$ cat src/rtl/convolution_processor_param.sv
// convolution_processor_param: full linear convolution Z[k] = sum_i X[i]*Y[k-i] over external 1-cycle-latency RAMs.
//   clk, rstn (async active-low), start (level request, honoured in IDLE only)
//   signed_mode, sizeX, sizeY: latched at start; dataX/dataY: RAM read data
//   memX_addr/memY_addr: registered read addresses; memZ_addr/dataZ/writeZ: result write port
//   busy: computation running; done: one-cycle completion pulse; err: qualifies done, 1 = rejected request
module convolution_processor_param #(
  parameter int DATA_WIDTH_DATA      = 8,
  parameter int DATA_WIDTH_MEMX_ADDR = 5,
  parameter int DATA_WIDTH_MEMY_ADDR = 5,
  parameter int DATA_WIDTH_MEMZ_ADDR = 6,
  parameter int DATA_WIDTH_DATAZ     = 16,
  parameter int SATURATE             = 0
) (
  input  logic                              clk,
  input  logic                              rstn,
  input  logic                              start,
  input  logic                              signed_mode,
  input  logic [DATA_WIDTH_MEMX_ADDR:0]     sizeX,
  input  logic [DATA_WIDTH_MEMY_ADDR:0]     sizeY,
  input  logic [DATA_WIDTH_DATA-1:0]        dataX,
  input  logic [DATA_WIDTH_DATA-1:0]        dataY,
  output logic [DATA_WIDTH_MEMX_ADDR-1:0]   memX_addr,
  output logic [DATA_WIDTH_MEMY_ADDR-1:0]   memY_addr,
  output logic [DATA_WIDTH_MEMZ_ADDR-1:0]   memZ_addr,
  output logic [DATA_WIDTH_DATAZ-1:0]       dataZ,
  output logic                              writeZ,
  output logic                              busy,
  output logic                              done,
  output logic                              err
);
  localparam int DW = DATA_WIDTH_DATA;
  localparam int MX = DATA_WIDTH_MEMX_ADDR;
  localparam int MY = DATA_WIDTH_MEMY_ADDR;
  localparam int MZ = DATA_WIDTH_MEMZ_ADDR;
  localparam int ZW = DATA_WIDTH_DATAZ;
  localparam int AW = 2 * DW + MX + 1;
  localparam int SW = (MX > MY ? MX : MY) + 2;
  localparam int KW = SW > MZ + 1 ? SW : MZ + 1;
  localparam logic [KW-1:0] K1 = KW'(1);
  typedef enum logic [2:0] {IDLE, SETUP, ADDR, MAC, WRITE, DONE} state_t;
  state_t state_q, state_d;
  logic [KW-1:0] sx_q, sx_d, sy_q, sy_d, k_q, k_d, i_q, i_d;
  logic sm_q, sm_d;
  logic [AW-1:0] acc_q, acc_d;
  logic [MX-1:0] memX_addr_q, memX_addr_d;
  logic [MY-1:0] memY_addr_q, memY_addr_d;
  logic [MZ-1:0] memZ_addr_q, memZ_addr_d;
  logic [ZW-1:0] dataZ_q, dataZ_d;
  logic writeZ_q, writeZ_d, busy_q, busy_d, done_q, done_d, err_q, err_d;
  logic [KW-1:0] n_in, n_q, i_lo, i_hi;
  logic bad_req, ovf_s, ovf_u;
  logic signed [2*DW-1:0] prod_s;
  logic [2*DW-1:0] prod_u;
  logic [AW-1:0] prod, acc_sum;
  logic [ZW-1:0] sat_s, res;
  assign memX_addr = memX_addr_q;
  assign memY_addr = memY_addr_q;
  assign memZ_addr = memZ_addr_q;
  assign dataZ     = dataZ_q;
  assign writeZ    = writeZ_q;
  assign busy      = busy_q;
  assign done      = done_q;
  assign err       = err_q;
  always_comb begin
    n_in    = KW'(sizeX) + KW'(sizeY) - K1;
    bad_req = sizeX == '0 || sizeY == '0 || n_in > (K1 << MZ);
    n_q     = sx_q + sy_q - K1;
    // contributing X indices for output k: [max(0,k-sizeY+1), min(k,sizeX-1)]
    i_lo    = (k_q + K1 > sy_q) ? k_q + K1 - sy_q : '0;
    i_hi    = (k_q < sx_q - K1) ? k_q : sx_q - K1;
    prod_s  = $signed(dataX) * $signed(dataY);
    prod_u  = dataX * dataY;
    prod    = sm_q ? {{(AW-2*DW){prod_s[2*DW-1]}}, prod_s} : {{(AW-2*DW){1'b0}}, prod_u};
    acc_sum = acc_q + prod;
    // signed overflow: bits above the result sign bit disagree with the accumulator sign
    ovf_s   = acc_sum[AW-1:ZW-1] != {(AW-ZW+1){acc_sum[AW-1]}};
    ovf_u   = |acc_sum[AW-1:ZW];
    sat_s   = acc_sum[AW-1] ? {1'b1, {(ZW-1){1'b0}}} : {1'b0, {(ZW-1){1'b1}}};
    res     = SATURATE == 0 ? acc_sum[ZW-1:0] :
              sm_q ? (ovf_s ? sat_s : acc_sum[ZW-1:0]) : (ovf_u ? '1 : acc_sum[ZW-1:0]);
    state_d     = state_q;
    sx_d        = sx_q;
    sy_d        = sy_q;
    sm_d        = sm_q;
    k_d         = k_q;
    i_d         = i_q;
    acc_d       = acc_q;
    memX_addr_d = memX_addr_q;
    memY_addr_d = memY_addr_q;
    memZ_addr_d = memZ_addr_q;
    dataZ_d     = dataZ_q;
    writeZ_d    = 1'b0;
    busy_d      = busy_q;
    done_d      = 1'b0;
    err_d       = err_q;
    case (state_q)
      IDLE: if (start) begin
        if (bad_req) begin
          state_d = DONE;
          done_d  = 1'b1;
          err_d   = 1'b1;
        end else begin
          sx_d    = KW'(sizeX);
          sy_d    = KW'(sizeY);
          sm_d    = signed_mode;
          k_d     = '0;
          busy_d  = 1'b1;
          state_d = SETUP;
        end
      end
      SETUP: begin
        acc_d       = '0;
        i_d         = i_lo;
        memX_addr_d = MX'(i_lo);
        memY_addr_d = MY'(k_q - i_lo);
        state_d     = ADDR;
      end
      ADDR: state_d = MAC;
      MAC: begin
        acc_d = acc_sum;
        if (i_q == i_hi) begin
          writeZ_d    = 1'b1;
          memZ_addr_d = MZ'(k_q);
          dataZ_d     = res;
          state_d     = WRITE;
        end else begin
          i_d         = i_q + K1;
          memX_addr_d = MX'(i_q + K1);
          memY_addr_d = MY'(k_q - i_q - K1);
          state_d     = ADDR;
        end
      end
      WRITE: if (k_q == n_q - K1) begin
        busy_d  = 1'b0;
        done_d  = 1'b1;
        err_d   = 1'b0;
        state_d = DONE;
      end else begin
        k_d     = k_q + K1;
        state_d = SETUP;
      end
      DONE: begin
        err_d   = 1'b0;
        state_d = IDLE;
      end
      default: state_d = IDLE;
    endcase
  end
  always_ff @(posedge clk or negedge rstn) begin
    if (!rstn) begin
      state_q     <= IDLE;
      sx_q        <= '0;
      sy_q        <= '0;
      sm_q        <= 1'b0;
      k_q         <= '0;
      i_q         <= '0;
      acc_q       <= '0;
      memX_addr_q <= '0;
      memY_addr_q <= '0;
      memZ_addr_q <= '0;
      dataZ_q     <= '0;
      writeZ_q    <= 1'b0;
      busy_q      <= 1'b0;
      done_q      <= 1'b0;
      err_q       <= 1'b0;
    end else begin
      state_q     <= state_d;
      sx_q        <= sx_d;
      sy_q        <= sy_d;
      sm_q        <= sm_d;
      k_q         <= k_d;
      i_q         <= i_d;
      acc_q       <= acc_d;
      memX_addr_q <= memX_addr_d;
      memY_addr_q <= memY_addr_d;
      memZ_addr_q <= memZ_addr_d;
      dataZ_q     <= dataZ_d;
      writeZ_q    <= writeZ_d;
      busy_q      <= busy_d;
      done_q      <= done_d;
      err_q       <= err_d;
    end
  end
endmodule

$ cat config.mk
export PLATFORM = sky130hd
export DESIGN_NAME = convolution_processor_param
export DESIGN_NICKNAME = d
export VERILOG_FILES = /design/src/rtl/convolution_processor_param.sv
export SDC_FILE = /design/constraint.sdc
export NUM_CORES = 1
export LEC_CHECK = 0
export CAP_MARGIN = 20
export CORE_UTILIZATION = 31
export CTS_CLUSTER_DIAMETER = 120
export DETAILED_ROUTE_END_ITERATION = 10
export SETUP_SLACK_MARGIN = 0.4
export SYNTH_ARGS = -nofsm -noshare
export SYNTH_HDL_FRONTEND = slang
export SYNTH_SLANG_ARGS = --single-unit
$ cat constraint.sdc
create_clock -name clk -period 9.5 [get_ports clk]
set_input_delay 1.425 -clock clk [delete_from_list [all_inputs] [get_ports clk]]
set_output_delay 1.425 -clock clk [all_outputs]
set_load 0.02 [all_outputs]
==> impl_metrics.ini, run 1 <==
[run_status]
outcome = finished clean

[logic_synthesis]
synthesis.nets = 1342
seq_area_frac_synth_pct = 19.3
ys_top_cells_by_count = 223 x inv_1, 118 x ha_1, 91 x fa_1, 77 x dfrtp_1, 68 x nand2_1
ys_ff_latch = 77
yosysWarnings = 0
synth_edf_count = 0
post_synth.cell_area_avg_um2 = 9.07
ys_async_sr_fraction_pct = 100
synth-main-ff-cell = dfrtp_1
netlist_top_cells_area = dfrtp_1 19%, fa_1 18%, ha_1 15%, inv_1 8.4%, xnor2_1 4.7%
netlist_area_um2 = 9990
yosysTopAreaCell = dfrtp_1
synthesis.instances = 1101
synth_most_common_cell = inv_1
synth_top_area_share_pct = 19.3
synth.distinct_cells = 69

[placement]
io_buffers = 67
dp_hpwl_um = 18500
place.gp.congestion = 0.851
dp.cells = 1538
pre_cts_ws_ns = 1.65

[die]
core-area_um2 = 31600
die-area_um2 = 32900
initial_utilization_pct = 31.6
die_w_um = 181
fp-row-count = 65
die_y_um = 181
ios = 68

[setup_path]
reg2reg_slack_ns = 5.14
startpoint_type = primary input
path_max_fanout = 17
path_class = in -> reg
cp_slowest_stage_delay_ns = 0.69
critPathArrivalTime_ns = 7.71
r2r-start = sx_q[0]$_DFFE_PN0P_
worst_path_dominant_cell_family = adder cells
crit_start = dataY[7]
slowest_stage = clkdlybuf4s50_1
critPathCaptureType = register
required_ns = 9.73
critPathBufInv = 5

[cts]
cts_setup_buffers = 0
cts_tree = built
cts_max_level = 3
ctsHoldBuffers = 0
cts_resized = 0
clk_path_buf_depth = 2
clkTransAtPathRegs_ns = 0.06
clk_latency_ns = 0.35
cts.sinks = 77
root_buffer = clkbuf_16
numCtsBuffers = 9

[detailed_routing]
post_drt_wl_per_cell_um = 14.5
drtIter0Drc = 393
vias = 7496
dr.pass1.iters = 5
avgViaCountPerCell = 4.82
drc = 0
ant_nets = 0
wl_um = 22500

[finish]
antennaDiodeCount = 0
synthToLayoutAreaGrowth_pct = 13.8
layout.cells.non_filler = 1554
layout.nets = 1389
fillCellCount = 3169
drive_gt1_share_pct = 5.30
finalCoreUtilization_pct = 35.9

[power]
power.switching_w = 0.00186
peakVddDrop_mv = 0.209
p_int_w = 0.00205
powerDensity_nw_per_um2 = 344
power_leakage_nw = 5.61
p_seq_share_pct = 15.9
combPwrFrac_pct = 73.9
p_clk_share_pct = 10.2
swShare_pct = 47.6

[sta]
tightest_slew_ns = 1.00
fmax_ghz = 0.134
setup_slack_ns = 2.02
post-route-period-util_pct = 78.7
hold_viol = 0
rsz0062_at_grt = no
relSlewSlack_pct = 33.0
setup_violations = 0
period_minus_slack_ns = 7.48
finClkSkew_ns = 0.0160
fin_setup_tns_ns = 0
slew_viol_final = 0

[worst_hold_path]
min_path_type = reg -> reg
worstHoldStart = acc_q[0]$_DFFE_PN0P_

[grt]
grtUsageMet3_pct = 2.81
use_met2_pct = 22.8
grt_pass1_vias = 7452
grt.busiest_layer = met2
antenna_found_initial = 0
met1_usage_pct = 19.7
grt-ovfl-total = 0
grt_usage_pct = 14.2
grt_max_degree = 78
grt_pass1_wl_um = 37800

[flow_run]
cap_violations = 0
## power groups by stage
stage	sequential [W]	clock [W]	combinational, W
floorplan	0.000620	0	0.00221
global placement	0.000624	0	0.00283
detailed placement	0.000628	0	0.00289
CTS	0.000624	0.000409	0.00291
global route	0.000643	0.000419	0.00328
finish	0.000620	0.000399	0.00289
## metrics by stage
step                hold WS, ns  instance area [um2]  total power [W]
CTS                       0.497                11300          0.00394
detailed placement        0.483                11000          0.00352
global route              0.519                11400          0.00435
global placement          0.468                11000          0.00346
floorplan                 0.445                 9990          0.00283
finish                    0.488                11400          0.00391
## final timing paths
| path | endpoint | depth (start not counted) |
|---|---|---|
| worst min register to register | acc_q[0]$_DFFE_PN0P_ | 2 |
| worst max-delay path | dataZ[15]$_DFFE_PN0P_ | 27 |
| worst max register to register | i_q[3]$_DFFE_PN0P_ | 12 |
| worst min-delay path | acc_q[0]$_DFFE_PN0P_ | 2 |
| max in group asynchronous | i_q[3]$_DFFE_PN0P_ | 2 |
| min in group asynchronous | sx_q[4]$_DFFE_PN0P_ | 1 |
## layout by cell type, fill, tap and decap left out, types with 32 or more instances in the layout
cell             Yosys  final
inv_1              223    223
nand2_1             68     68
clkdlybuf4s50_1      0     66
nor2_1              44     44
and2_1              41     41
a21oi_1             58     57
o21ai_0             32     32
fa_1                91     91
ha_1               118    118
xnor2_1             54     54
dfrtp_1             77     77
## cell type report
| class | instances | area [um2] | share of cell area [%] |
|---|---|---|---|
| Tap cell | 402 | 503 | 4.43 |
| Timing Repair Buffer | 71 | 718 | 6.32 |
| Clock inverter | 6 | 111 | 0.980 |
| Multi-Input combinational cell | 766 | 7040 | 62.0 |
| Clock buffer | 9 | 225 | 1.98 |
| Inverter | 223 | 837 | 7.36 |
| Sequential cell | 77 | 1930 | 17.0 |
## flip-flops by register name, summed over array words and instances, names as in the netlist
register	count
acc_q	16
state_q	3
memY_addr	5
sm_q	1
done	1
err	1
dataZ	16
k_q	7
memZ_addr	6
busy	1
sx_q	6
writeZ	1
i_q	7
sy_q	6
## worst min-delay path, cell delays in order, from the launching register on
cell and delay [ns]:
dfrtp_1 0.36, nand2_1 0.05, nand2_1 0.05
## cells by family after synthesis
group	Yosys count	synth area share [%]
multiplexers	39	4.91
AND/OR/NAND/NOR	247	12.7
AO/OA/AOI/OAI	199	13.6
XOR/XNOR	72	6.31
adder cells (fa/ha/maj)	209	33.0
buffers and inverters	258	10.2
flip-flops	77	19.3
## per-layer routing
| layer | part of all wire [%] | vias up |
|---|---|---|
| li1 | - | 3709 |
| met1 | 48 | 3661 |
| met2 | 46 | 115 |
| met3 | 4.2 | 11 |
| met4 | 1.1 | 0 |
| met5 | 0 | - |
(Power assumes the default switching activity.)
==> run 2: changes to the inputs <==
Clock period 9.5 ns to 7.4 ns, I/O delays scaled along.
==> run 2 against run 1 <==
Net effect: worst hold slack worse by 0.0046 ns; via count hardly changed; global-route usage is 0.20 points higher; combinational power is 29% higher.
==> impl_metrics.ini, run 2 (same netlist as run 1, synthesis figures left out) <==
[finish]
layout_commonest_cell = inv_1
mostFrequentLayoutCells = 223 x inv_1, 117 x ha_1, 91 x fa_1
multiInputGateArea_um2 = 7050
register_area_um2 = 1930
synthToLayoutAreaGrowth_pct = 14.4
fillCellCount = 3215
stdcell_area_um2 = 11400
layout.cells.non_filler = 1560
layout.nets = 1394
drive_gt1_share_pct = 5.88

[sta]
post-route-period-util_pct = 87.7
tightest_slew_ns = 0.991
setup_violations = 0
rsz0062_at_grt = no
hold_viol = 0
fin_setup_tns_ns = 0
relSlewSlack_pct = 33.9
period_minus_slack_ns = 6.49
fmax_ghz = 0.154
slew_viol_final = 0
hold_ws_ns = 0.484
finClkSkew_ns = 0.00966

[placement]
io_buffers = 67
dp_hpwl_um = 18600
dp.cells = 1542
placed_area_um2 = 11000
place.gp.congestion = 0.860

[grt]
grt_usage_pct = 14.4
grt_max_degree = 78
antenna_found_initial = 1
grt_pass1_vias = 7426
grt-ovfl-total = 0
grt_pass1_wl_um = 38200

[detailed_routing]
vias = 7491
post_drt_wl_per_cell_um = 14.6
drtIter0Drc = 448
wl_met2_um = 10200
wl_met1_um = 11300
ant_nets = 0
wl_um = 22700
met3WireLength_um = 875
drc = 0
avgViaCountPerCell = 4.80
dr.pass1.iters = 4
top_layer_used = met4

[die]
die-area_um2 = 32900
initial_utilization_pct = 31.6
fp-row-count = 65
die_y_um = 181
die_w_um = 181
core-area_um2 = 31600
ios = 68

[setup_path]
critPathCaptureType = register
startpoint_type = primary input
path_max_fanout = 9
required_ns = 7.63
critPathArrivalTime_ns = 6.72
path_class = in -> reg

[cts]
clk_latency_ns = 0.34
cts.sinks = 77
root_buffer = clkbuf_16
clk_path_buf_depth = 2
cts_max_level = 3
cts_tree = built
clkTransAtPathRegs_ns = 0.06
numCtsBuffers = 9

[worst_hold_path]
min_path_type = reg -> reg

[run_status]
outcome = finished clean

[power]
p_clk_share_pct = 9.4
powerDensity_nw_per_um2 = 438
power_leakage_nw = 5.76
power.switching_w = 0.00238
combPwrFrac_pct = 74.6
p_seq_share_pct = 16.0
peakVddDrop_mv = 0.264
p_int_w = 0.00262
swShare_pct = 47.6

[flow_run]
cap_violations = 0
[run 2: per-layer routing]
metal | vias to the layer above | global-route usage [%]
met3 | 20 | 2.53
met2 | 99 | 22.2
met5 | - | 0
met4 | 0 | 3.39
met1 | 3646 | 20.8
li1 | 3726 | -
[run 2: metrics by stage]
stage | total power [W] | worst slack [ns] | utilization [%]
CTS | 0.00504 | 0.523 | 35.9
detailed placement | 0.00452 | 0.177 | 34.9
global placement | 0.00446 | 0.241 | 34.9
finish | 0.00501 | 0.907 | 36.1
floorplan | 0.00363 | 0.927 | -
global route | 0.00555 | 0.505 | 36.1
[run 2: cell type report]
type                       instances  share of cell area (%)
clock buffer                       9                    1.97
tap                              402                    4.40
inverter                         223                    7.33
clock inverter                     6                   0.777
antenna                            1                  0.0219
timing repair buffer              76                    6.96
multi-input combinational        766                    61.7
sequential                        77                    16.9
[run 2: final timing paths]
check	start	endpoint	slack (ns)	cells past startpoint
max	dataX[4]	dataZ[15]$_DFFE_PN0P_	0.91	23
min in group asynchronous	rstn	sx_q[5]$_DFFE_PN0P_	0.59	1
max reg2reg	sx_q[0]$_DFFE_PN0P_	i_q[3]$_DFFE_PN0P_	2.97	12
min reg2reg	acc_q[0]$_DFFE_PN0P_	acc_q[0]$_DFFE_PN0P_	0.48	2
max in group asynchronous	rstn	i_q[3]$_DFFE_PN0P_	6.21	2
min	acc_q[0]$_DFFE_PN0P_	acc_q[0]$_DFFE_PN0P_	0.48	2
[run 2: power groups by stage]
| stage | Clock, W | Combinational (W) | Sequential, W |
|---|---|---|---|
| after floorplan | 0 | 0.00283 | 0.000796 |
| after global routing | 0.000502 | 0.00422 | 0.000828 |
| after global placement | 0 | 0.00366 | 0.000806 |
| final | 0.000471 | 0.00374 | 0.000801 |
| after detailed placement | 0 | 0.00371 | 0.000809 |
| after CTS | 0.000486 | 0.00375 | 0.000803 |
[run 2: critical path: stages]
cell,delay [ns]
dlymetal6s2s_1,0.30
nand2_1,0.14
fa_1,0.55
fa_1,0.55
inv_1,0.05
fa_1,0.53
inv_1,0.06
fa_1,0.52
inv_1,0.04
ha_1,0.34
or3_1,0.36
o2111ai_1,0.13
o22ai_1,0.19
or3_1,0.33
nand3_1,0.08
o21ai_0,0.10
ha_1,0.37
nand3_1,0.11
o2111ai_1,0.10
a21oi_1,0.21
xnor2_1,0.16
xnor2_1,0.11
mux2_4,0.28
[run 2: what timing repair did]
item,in CTS,in global routing
setup endpoints to repair,0,6
hold buffers,0,0
endpoints found under the hold margin,0,0
buffers inserted,0,1
resized for setup,0,20
==> run 3: changes to the inputs <==
Settings changed: MAX_ROUTING_LAYER set to met4.
==> run 3 against run 2 <==
Net effect: fmax about the same; final area unchanged; highest routed layer unchanged; sequential power about the same; critical path depth unchanged; count of clock-buffer cells in the layout unchanged; worst setup slack improved by 0.0062 ns; clock skew about the same; register-to-register slack got worse by 0.04 ns; global-route usage increased by 0.46 points; sequential cell count unchanged; via count decreased by 0.13%; die area unchanged.
==> impl_metrics.ini, run 3 (same netlist as run 1, synthesis figures left out) <==
[placement]
place.gp.congestion = 0.874
dp_hpwl_um = 18600
placed_area_um2 = 11000
dp.cells = 1542
io_buffers = 67

[power]
p_int_w = 0.00262
combPwrFrac_pct = 74.6
power.switching_w = 0.00238
swShare_pct = 47.6
power_leakage_nw = 5.76
p_clk_share_pct = 9.4
p_seq_share_pct = 16.0
peakVddDrop_mv = 0.263
powerDensity_nw_per_um2 = 438

[cts]
cts_max_level = 3
clkTransAtPathRegs_ns = 0.06
ctsHoldBuffers = 0
clk_path_buf_depth = 2
cts_tree = built
clk_latency_ns = 0.34
root_buffer = clkbuf_16
numCtsBuffers = 9
cts.sinks = 77

[sta]
fmax_ghz = 0.154
post-route-period-util_pct = 87.7
fin_setup_tns_ns = 0
rsz0062_at_grt = no
slew_viol_final = 0
relSlewSlack_pct = 33.4
period_minus_slack_ns = 6.49
hold_ws_ns = 0.491
setup_violations = 0
hold_viol = 0
tightest_slew_ns = 0.999
finClkSkew_ns = 0.00949

[worst_hold_path]
min_path_type = reg -> reg

[setup_path]
required_ns = 7.63
path_class = in -> reg
path_max_fanout = 9
critPathCaptureType = register
reg2reg_slack_ns = 2.93
startpoint_type = primary input
critPathArrivalTime_ns = 6.72

[grt]
use_met2_pct = 22.2
grt_pass1_vias = 7431
met1_usage_pct = 20.8
grt_max_degree = 78
antenna_found_initial = 1
grt.busiest_layer = met2
grt-ovfl-total = 0
grtUsageMet3_pct = 3.01
grt_pass1_wl_um = 38200
grt_usage_pct = 14.8

[finish]
stdcell_area_um2 = 11400
layout.nets = 1394
synthToLayoutAreaGrowth_pct = 14.4
drive_gt1_share_pct = 5.88
layout.cells.non_filler = 1560
mostFrequentLayoutCells = 223 x inv_1, 117 x ha_1, 91 x fa_1
layout_commonest_cell = inv_1

[detailed_routing]
dr.pass1.iters = 5
ant_nets = 0
vias = 7481
drtIter0Drc = 430
wl_um = 22600
avgViaCountPerCell = 4.80
drc = 0
post_drt_wl_per_cell_um = 14.5

[die]
core-area_um2 = 31600
ios = 68
die_w_um = 181
initial_utilization_pct = 31.6
die_y_um = 181
fp-row-count = 65
die-area_um2 = 32900

[flow_run]
cap_violations = 0

[run_status]
outcome = finished clean
[run 3: critical path, cell delays in order]
cell and delay [ns]:
dlymetal6s2s_1 0.30, nand2_1 0.14, fa_1 0.55, fa_1 0.55, inv_1 0.05, fa_1 0.53
inv_1 0.06, fa_1 0.52, inv_1 0.04, ha_1 0.34, or3_1 0.36, o2111ai_1 0.13
o22ai_1 0.19, or3_1 0.33, nand3_1 0.08, o21ai_0 0.10, ha_1 0.37, nand3_1 0.11
o2111ai_1 0.10, a21oi_1 0.21, xnor2_1 0.16, xnor2_1 0.11, mux2_4 0.28
[run 3: power groups by stage]
stage / registers (W) / clock network (W) / logic (W)
final: 0.000801 / 0.000473 / 0.00373
after global routing: 0.000828 / 0.000505 / 0.00422
after CTS: 0.000803 / 0.000486 / 0.00375
after detailed placement: 0.000809 / 0 / 0.00371
after global placement: 0.000806 / 0 / 0.00366
after floorplan: 0.000796 / 0 / 0.00283
[run 3: path summary, 6_finish.rpt]
path | startpoint | to | depth (start not counted)
worst max-delay path | dataX[4] | dataZ[15]$_DFFE_PN0P_ | 23
worst min-delay path | acc_q[0]$_DFFE_PN0P_ | acc_q[0]$_DFFE_PN0P_ | 2
worst max register to register | sx_q[0]$_DFFE_PN0P_ | i_q[3]$_DFFE_PN0P_ | 12
worst min register to register | acc_q[0]$_DFFE_PN0P_ | acc_q[0]$_DFFE_PN0P_ | 2
max in group asynchronous | rstn | i_q[3]$_DFFE_PN0P_ | 2
min in group asynchronous | rstn | sx_q[5]$_DFFE_PN0P_ | 1
[run 3: per-layer routing]
| metal | vias up | wire length, um |
|---|---|---|
| li1 | 3727 | - |
| met1 | 3637 | 11200 |
| met2 | 98 | 10200 |
| met3 | 19 | 876 |
| met4 | 0 | 308 |
| met5 | - | 0 |
[run 3: repair_timing]
item | 4_1_cts | 5_1_grt
buffers inserted | 0 | 1
resized for setup | 0 | 20
setup endpoints to repair | 0 | 6
[run 3: final cells by class]
class                           count  area [um2]
Multi-Input combinational cell    766        7050
Antenna cell                        1        2.50
Fill cell                        3215       20200
Clock buffer                        9         225
Clock inverter                      6        88.8
Inverter                          223         837
Timing Repair Buffer               76         796
Sequential cell                    77        1930
Tap cell                          402         503
[run 3: per-stage QoR]
step | worst slack [ns] | power [W] | utilization (%)
after floorplan | 0.927 | 0.00363 | -
after global placement | 0.241 | 0.00446 | 34.9
after detailed placement | 0.177 | 0.00452 | 34.9
after CTS | 0.523 | 0.00504 | 35.9
after global routing | 0.510 | 0.00555 | 36.1
final | 0.913 | 0.00501 | 36.1
